[src/rtl/aes128_enc_iter.sv]
// aes128_enc_iter: iterative AES-128 encryption core.
// It runs one round per clock over a shared round datapath and expands the key on the fly.
// The input and output sides each use a valid/ready handshake. Input and output never overlap.
// Optional feature: define AES_KEYOUT_EN to register the round-10 key on `keyout`.
// When the macro is undefined, `keyout` is tied to zero.
module aes128_enc_iter (
    input  logic         clk,
    input  logic         rst,
    input  logic         in_valid,
    output logic         in_ready,
    input  logic [127:0] plaintext,
    input  logic [127:0] key,
    output logic         out_valid,
    input  logic         out_ready,
    output logic [127:0] cipher_text,
    output logic [127:0] keyout
);

    // Forward S-box. Byte b sits at bits [{~b, 3'b111} -: 8], so entry 0 is at the top.
    localparam logic [2047:0] SboxRom = {
        128'h637c777bf26b6fc53001672bfed7ab76, 128'hca82c97dfa5947f0add4a2af9ca472c0,
        128'hb7fd9326363ff7cc34a5e5f171d83115, 128'h04c723c31896059a071280e2eb27b275,
        128'h09832c1a1b6e5aa0523bd6b329e32f84, 128'h53d100ed20fcb15b6acbbe394a4c58cf,
        128'hd0efaafb434d338545f9027f503c9fa8, 128'h51a3408f929d38f5bcb6da2110fff3d2,
        128'hcd0c13ec5f974417c4a77e3d645d1973, 128'h60814fdc222a908846eeb814de5e0bdb,
        128'he0323a0a4906245cc2d3ac629195e479, 128'he7c8376d8dd54ea96c56f4ea657aae08,
        128'hba78252e1ca6b4c6e8dd741f4bbd8b8a, 128'h703eb5664803f60e613557b986c11d9e,
        128'he1f8981169d98e949b1e87e9ce5528df, 128'h8ca1890dbfe6426841992d0fb054bb16
    };

    typedef enum logic [1:0] {StIdle, StBusy, StDone} fsm_e;

    fsm_e         fsm_q, fsm_d;
    logic [3:0]   rnd_q, rnd_d;
    logic [127:0] st_q, st_d;
    logic [127:0] key_q, key_d;
    logic [127:0] ct_q, ct_d;
    logic         in_ready_q, in_ready_d;
    logic         out_valid_q, out_valid_d;

    logic [7:0]   rcon;
    logic [127:0] nk;
    logic [127:0] sr_out;
    logic [127:0] round_out;

    function automatic logic [7:0] sbox(input logic [7:0] b);
        return SboxRom[{~b, 3'b111} -: 8];
    endfunction

    function automatic logic [7:0] xtime(input logic [7:0] b);
        return {b[6:0], 1'b0} ^ (b[7] ? 8'h1b : 8'h00);
    endfunction

    // SubBytes followed by ShiftRows. Byte index is row + 4*column.
    function automatic logic [127:0] sub_shift(input logic [127:0] s);
        logic [127:0] o;
        o = '0;
        for (int c = 0; c < 4; c++) begin
            for (int r = 0; r < 4; r++) begin
                o[127-8*(r+4*c) -: 8] = sbox(s[127-8*(r+4*((c+r)%4)) -: 8]);
            end
        end
        return o;
    endfunction

    function automatic logic [127:0] mix_columns(input logic [127:0] s);
        logic [127:0] o;
        logic [7:0]   a0, a1, a2, a3;
        o = '0;
        for (int c = 0; c < 4; c++) begin
            a0 = s[127-32*c -: 8];
            a1 = s[119-32*c -: 8];
            a2 = s[111-32*c -: 8];
            a3 = s[103-32*c -: 8];
            o[127-32*c -: 8] = xtime(a0) ^ xtime(a1) ^ a1 ^ a2 ^ a3;
            o[119-32*c -: 8] = a0 ^ xtime(a1) ^ xtime(a2) ^ a2 ^ a3;
            o[111-32*c -: 8] = a0 ^ a1 ^ xtime(a2) ^ xtime(a3) ^ a3;
            o[103-32*c -: 8] = xtime(a0) ^ a0 ^ a1 ^ a2 ^ xtime(a3);
        end
        return o;
    endfunction

    // One step of the AES-128 key schedule: four words out of four words in.
    function automatic logic [127:0] key_expand(input logic [127:0] k, input logic [7:0] rc);
        logic [31:0] w0, w1, w2, w3, t, n0, n1, n2, n3;
        w0 = k[127:96];
        w1 = k[95:64];
        w2 = k[63:32];
        w3 = k[31:0];
        t  = {sbox(w3[23:16]), sbox(w3[15:8]), sbox(w3[7:0]), sbox(w3[31:24])} ^ {rc, 24'h0};
        n0 = w0 ^ t;
        n1 = w1 ^ n0;
        n2 = w2 ^ n1;
        n3 = w3 ^ n2;
        return {n0, n1, n2, n3};
    endfunction

    // Round constant for the round currently in flight
    always_comb begin
        rcon = 8'h00;
        unique case (rnd_q)
            4'd1:    rcon = 8'h01;
            4'd2:    rcon = 8'h02;
            4'd3:    rcon = 8'h04;
            4'd4:    rcon = 8'h08;
            4'd5:    rcon = 8'h10;
            4'd6:    rcon = 8'h20;
            4'd7:    rcon = 8'h40;
            4'd8:    rcon = 8'h80;
            4'd9:    rcon = 8'h1b;
            4'd10:   rcon = 8'h36;
            default: rcon = 8'h00;
        endcase
    end

    // Shared round datapath. The final round skips MixColumns.
    always_comb begin
        nk        = key_expand(key_q, rcon);
        sr_out    = sub_shift(st_q);
        round_out = (rnd_q == 4'd10) ? (sr_out ^ nk) : (mix_columns(sr_out) ^ nk);
    end

`ifdef AES_KEYOUT_EN
    logic [127:0] ko_q, ko_d;
`endif

    // Next-state logic for the FSM and the datapath registers
    always_comb begin
        fsm_d       = fsm_q;
        rnd_d       = rnd_q;
        st_d        = st_q;
        key_d       = key_q;
        ct_d        = ct_q;
`ifdef AES_KEYOUT_EN
        ko_d        = ko_q;
`endif
        unique case (fsm_q)
            StIdle: begin
                // in_ready_q gates the accept, so the cycle right after reset stays closed
                if (in_ready_q && in_valid) begin
                    st_d  = plaintext ^ key;
                    key_d = key;
                    rnd_d = 4'd1;
                    fsm_d = StBusy;
                end
            end
            StBusy: begin
                st_d  = round_out;
                key_d = nk;
                if (rnd_q == 4'd10) begin
                    ct_d  = round_out;
`ifdef AES_KEYOUT_EN
                    ko_d  = nk;
`endif
                    fsm_d = StDone;
                end else begin
                    rnd_d = rnd_q + 4'd1;
                end
            end
            StDone: begin
                if (out_ready) begin
                    rnd_d = 4'd0;
                    fsm_d = StIdle;
                end
            end
            default: begin
                rnd_d = 4'd0;
                fsm_d = StIdle;
            end
        endcase
        // Handshake flags are registered copies of the next state
        in_ready_d  = (fsm_d == StIdle);
        out_valid_d = (fsm_d == StDone);
    end

    // State register and datapath registers with synchronous reset
    always_ff @(posedge clk) begin
        if (rst) begin
            fsm_q       <= StIdle;
            rnd_q       <= 4'd0;
            st_q        <= '0;
            key_q       <= '0;
            ct_q        <= '0;
            in_ready_q  <= 1'b0;
            out_valid_q <= 1'b0;
        end else begin
            fsm_q       <= fsm_d;
            rnd_q       <= rnd_d;
            st_q        <= st_d;
            key_q       <= key_d;
            ct_q        <= ct_d;
            in_ready_q  <= in_ready_d;
            out_valid_q <= out_valid_d;
        end
    end

`ifdef AES_KEYOUT_EN
    // Round-10 key register that gives the decryption side its starting key
    always_ff @(posedge clk) begin
        if (rst) begin
            ko_q <= '0;
        end else begin
            ko_q <= ko_d;
        end
    end

    assign keyout = ko_q;
`else
    assign keyout = 128'h0;
`endif

    assign in_ready    = in_ready_q;
    assign out_valid   = out_valid_q;
    assign cipher_text = ct_q;

endmodule

[config.mk]
export PLATFORM = sky130hd
export DESIGN_NAME = aes128_enc_iter
export DESIGN_NICKNAME = d
export VERILOG_FILES = /design/src/rtl/aes128_enc_iter.sv
export SDC_FILE = /design/constraint.sdc
export NUM_CORES = 2
export LEC_CHECK = 0
export ABC_CLOCK_PERIOD_IN_PS = 6300
export BUFFER_PORTS_ARGS = -buffer_cell sky130_fd_sc_hd__buf_2
export CAP_MARGIN = 10
export CORE_UTILIZATION = 26
export CTS_CLUSTER_DIAMETER = 120
export DETAILED_ROUTE_END_ITERATION = 7
export PLACE_DENSITY_LB_ADDON = 0.25
export RECOVER_POWER = 25
export SLEW_MARGIN = 0
export SYNTH_ARGS = -nofsm -noshare
export SYNTH_HDL_FRONTEND = slang
export SYNTH_SLANG_ARGS = --single-unit
[constraint.sdc]
create_clock -name clk -period 6.3 [get_ports clk]
set_input_delay 0.315 -clock clk [delete_from_list [all_inputs] [get_ports clk]]
set_output_delay 0.315 -clock clk [all_outputs]
set_load 0.01 [all_outputs]
==> qor.csv <==
metric;value;unit
r2r-start;key_q[17]$_SDFFE_PP0P_;
clock_latency;0.84;ns
synthFlopType;dfxtp_1;
synthXorXnorAreaFrac;9.93;%
relSlewSlack;-47.6;%
reg2reg_to;cipher_text[27]$_SDFFE_PP0P_;
synth_edf_count;0;
place_hpwl;500000;um
place_area;0.105;mm^2
startpoint_type;flop;
yosys.area_share.simple;23.9;%
dr.pass1.iters;8;
grt_setup_unrepaired;false;
cp.required;6.96;ns
critPathCaptureType;flop;
drt_iter0_markers;21600;
async_reset_ff_share;0;%
grt_pass1_wl;922000;um
p_per_area;747;mW/mm^2
critPathBufInv;3;
die_area;0.383;mm^2
drive_gt1_share;13.0;%
gp_congestion;1.06;
hold_viol;0;
mostFrequentLayoutCell;a21oi_1;
area_growth;9.08;%
clock-root-buffer;clkbuf_16;
slowest_delay;0.91;ns
drv_cap;1;
numPortBuffers;389;
fin_ws;0.448;ns
leakage;37.1;nW
cts_setup_buffers;0;
met1_usage;42.5;%
pin_count;518;
routed_wl;670000;um
yosysSeqAreaShare;8.08;%
syn_area;0.0991;mm^2
arrival;6.52;ns
use_met3;8.98;%
fin_setup_tns;0;ns
max_clock_freq;171;MHz
grt.busiest_layer;met2;
hp-class;in -> reg;
cp_cell_sequence;inv_1, ha_1, and2_1, or3_1, a21oi_1, o311ai_0, o41ai_1, mux2i_1, xnor2_2, xnor3_1, xnor2_1, buf_4, xor2_1, buf_4, o21ai_0;
post-place-cells;18700;
yosysTopAreaCell;dfxtp_1;
synth_top_family_by_area;compound AO/OA/AOI/OAI gates;
grt.overflow.total;0;
critical_path_class;reg -> reg;
drv_slew;47;
tightest_slew;2.21;ns
postSynthAreaPerCell;6.95;um^2
critPathTopFamily;XOR/XNOR gates;
clockBufferDepth;4;
die_w;619;um
synth_compound_area_share;36.7;%
synth.area.mux_share;7.95;%
grt_antenna_before_repair;54;
holdPathStages;3;
ys_warn_count;0;
grt_usage;33.1;%
finalSetupViolCount;0;
clock_sinks;400;
slowest_stage;ha_1;
nNetsFinal;14400;
vias;124000;
start_util;26.1;%
yosysTopAreaCellShare;8.08;%
grt_max_degree;137;
coreArea;0.379;mm^2
status;complete, but fails checks;
rows;226;
cpMostUsedCell;buf_4;
hold_end;key_q[32]$_SDFFE_PP0P_;
cts_buffers;70;
reg2reg_slack;0.45;ns
synth.distinct_cells;146;
fin_crit;5.85;ns
ff2ff_path_depth;15;
die_y;619;um
violations;DRC, capacitance limit, slew limit;
min_period_over_period;92.9;%
fill_cells;42200;
drc_errors;4;
cts_tree;yes;
cts.clk_slew.worst_paths;0.06;ns
post-route-cell-area;0.108;mm^2
clock-skew-final;0.0651;ns
most-common-layout-cells;a21oi_1, nor2_1, nand2_1;
use_met2;47.4;%
htreeDepth;3;
peakVddDrop;593;uV
cp_max_fo;20;
synth_adder_area_share;3.77;%
fin_cells;18900;
grt_pass1_vias;112000;
netlist_instances;14300;
ys_ff_latch;400;
pre_cts_ws;0.774;ns
viasPerCell;6.57;
wl_per_cell;35.4;um
synth_area_leaders;dfxtp_1, a21oi_1, mux4_2, o21ai_0, xnor2_1;
antenna_left;0;
hold_start;key[32];
-- state kept, by name, indices dropped and copies added, names as in the netlist --
name / cells
rnd_q: 4
in_ready: 1
out_valid: 1
cipher_text: 128
st_q: 128
fsm_q: 2
key_q: 128
rcon: 8
-- worst max path at each step --
stage	from	to	slack, ns	depth (start not counted)
floorplan	key_q[17]$_SDFFE_PP0P_	st_q[26]$_SDFFE_PP0P_	1.82	16
global placement	key_q[17]$_SDFFE_PP0P_	cipher_text[27]$_SDFFE_PP0P_	0.66	15
detailed placement	key_q[17]$_SDFFE_PP0P_	cipher_text[27]$_SDFFE_PP0P_	0.77	15
CTS	key_q[17]$_SDFFE_PP0P_	cipher_text[27]$_SDFFE_PP0P_	0.70	15
global route	key_q[17]$_SDFFE_PP0P_	cipher_text[27]$_SDFFE_PP0P_	0.43	15
finish	key_q[17]$_SDFFE_PP0P_	cipher_text[27]$_SDFFE_PP0P_	0.45	15
-- worst reg2reg max path, cell delays in order (launching register included) --
cell,delay [ns]
dfxtp_1,0.38
inv_1,0.20
ha_1,0.92
and2_1,0.38
or3_1,0.18
a21oi_1,0.09
o311ai_0,0.72
o41ai_1,0.19
mux2i_1,0.63
xnor2_2,0.31
xnor3_1,0.48
xnor2_1,0.56
buf_4,0.27
xor2_1,0.15
buf_4,0.16
o21ai_0,0.08
-- per-layer routing --
layer,wire length [um],share of wire [%]
met5,244,0.036
met4,60200,9.0
met3,80400,12
met2,271000,40
met1,258000,38
-- what timing repair did --
action | in CTS | in global routing
hold buffers | 79 | 0
gates resized for setup | 0 | 0
hold endpoints to repair | 76 | 0
-- metrics by stage --
stage          hold WS [ns]  utilization, %  total power, mW
2_1_floorplan         0.432               -             47.8
3_3_place_gp          0.442            27.7             73.9
3_5_place_dp          0.444            27.7             73.0
4_1_cts             0.00119            28.5             77.7
5_1_grt              0.0266            28.5             82.6
6_report             0.0210            28.5             80.7
-- where the power goes --
part | total [mW] | switching (mW) | internal [mW]
clock network | 4.23 | 1.73 | 2.50
logic | 71.5 | 45.4 | 26.1
registers | 4.95 | 2.00 | 2.95
-- cell families after synthesis --
logic type / count (synthesis)
buffers and inverters: 2055
xor gates and xnor gates: 930
AOI/OAI and AO/OA: 5312
and+or+nand+nor: 4797
adders and majority gates: 300
other: 1
DFF: 400
muxes: 464
-- area by class of cell --
class	instances	area, um^2	area share, %
Tap cell	5016	6280	5.81
Clock buffer	101	2120	1.96
Antenna cell	16	40.0	0.0371
Clock inverter	20	240	0.222
Timing Repair Buffer	1163	8200	7.59
Multi-Input combinational cell	11900	82000	75.9
Sequential cell	400	8200	7.58
Inverter	254	953	0.882
-- cells in the mapped netlist, types with 63 or more instances --
cell type,instances
a2111oi_0,103
a211o_1,79
a211oi_1,415
a21o_1,90
a21oi_1,1221
a221oi_1,146
a311o_1,69
a311oi_1,163
a31oi_1,258
and2_1,134
and3_1,94
buf_1,117
buf_2,554
buf_4,233
clkbuf_1,850
dfxtp_1,400
ha_1,293
inv_1,195
mux2i_1,159
mux4_2,252
nand2_1,1111
nand2b_1,453
nand3_1,420
nor2_1,1148
nor2b_1,385
nor3_1,509
nor3b_1,70
o2111ai_1,86
o211ai_1,240
o21a_1,78
o21ai_0,1071
o221ai_1,101
o22ai_1,162
o311ai_0,184
o31ai_1,140
o32ai_1,63
or2_2,101
or3_1,95
xnor2_1,527
xnor3_1,67
xor2_1,269
Power figures use the tool's default switching activity.
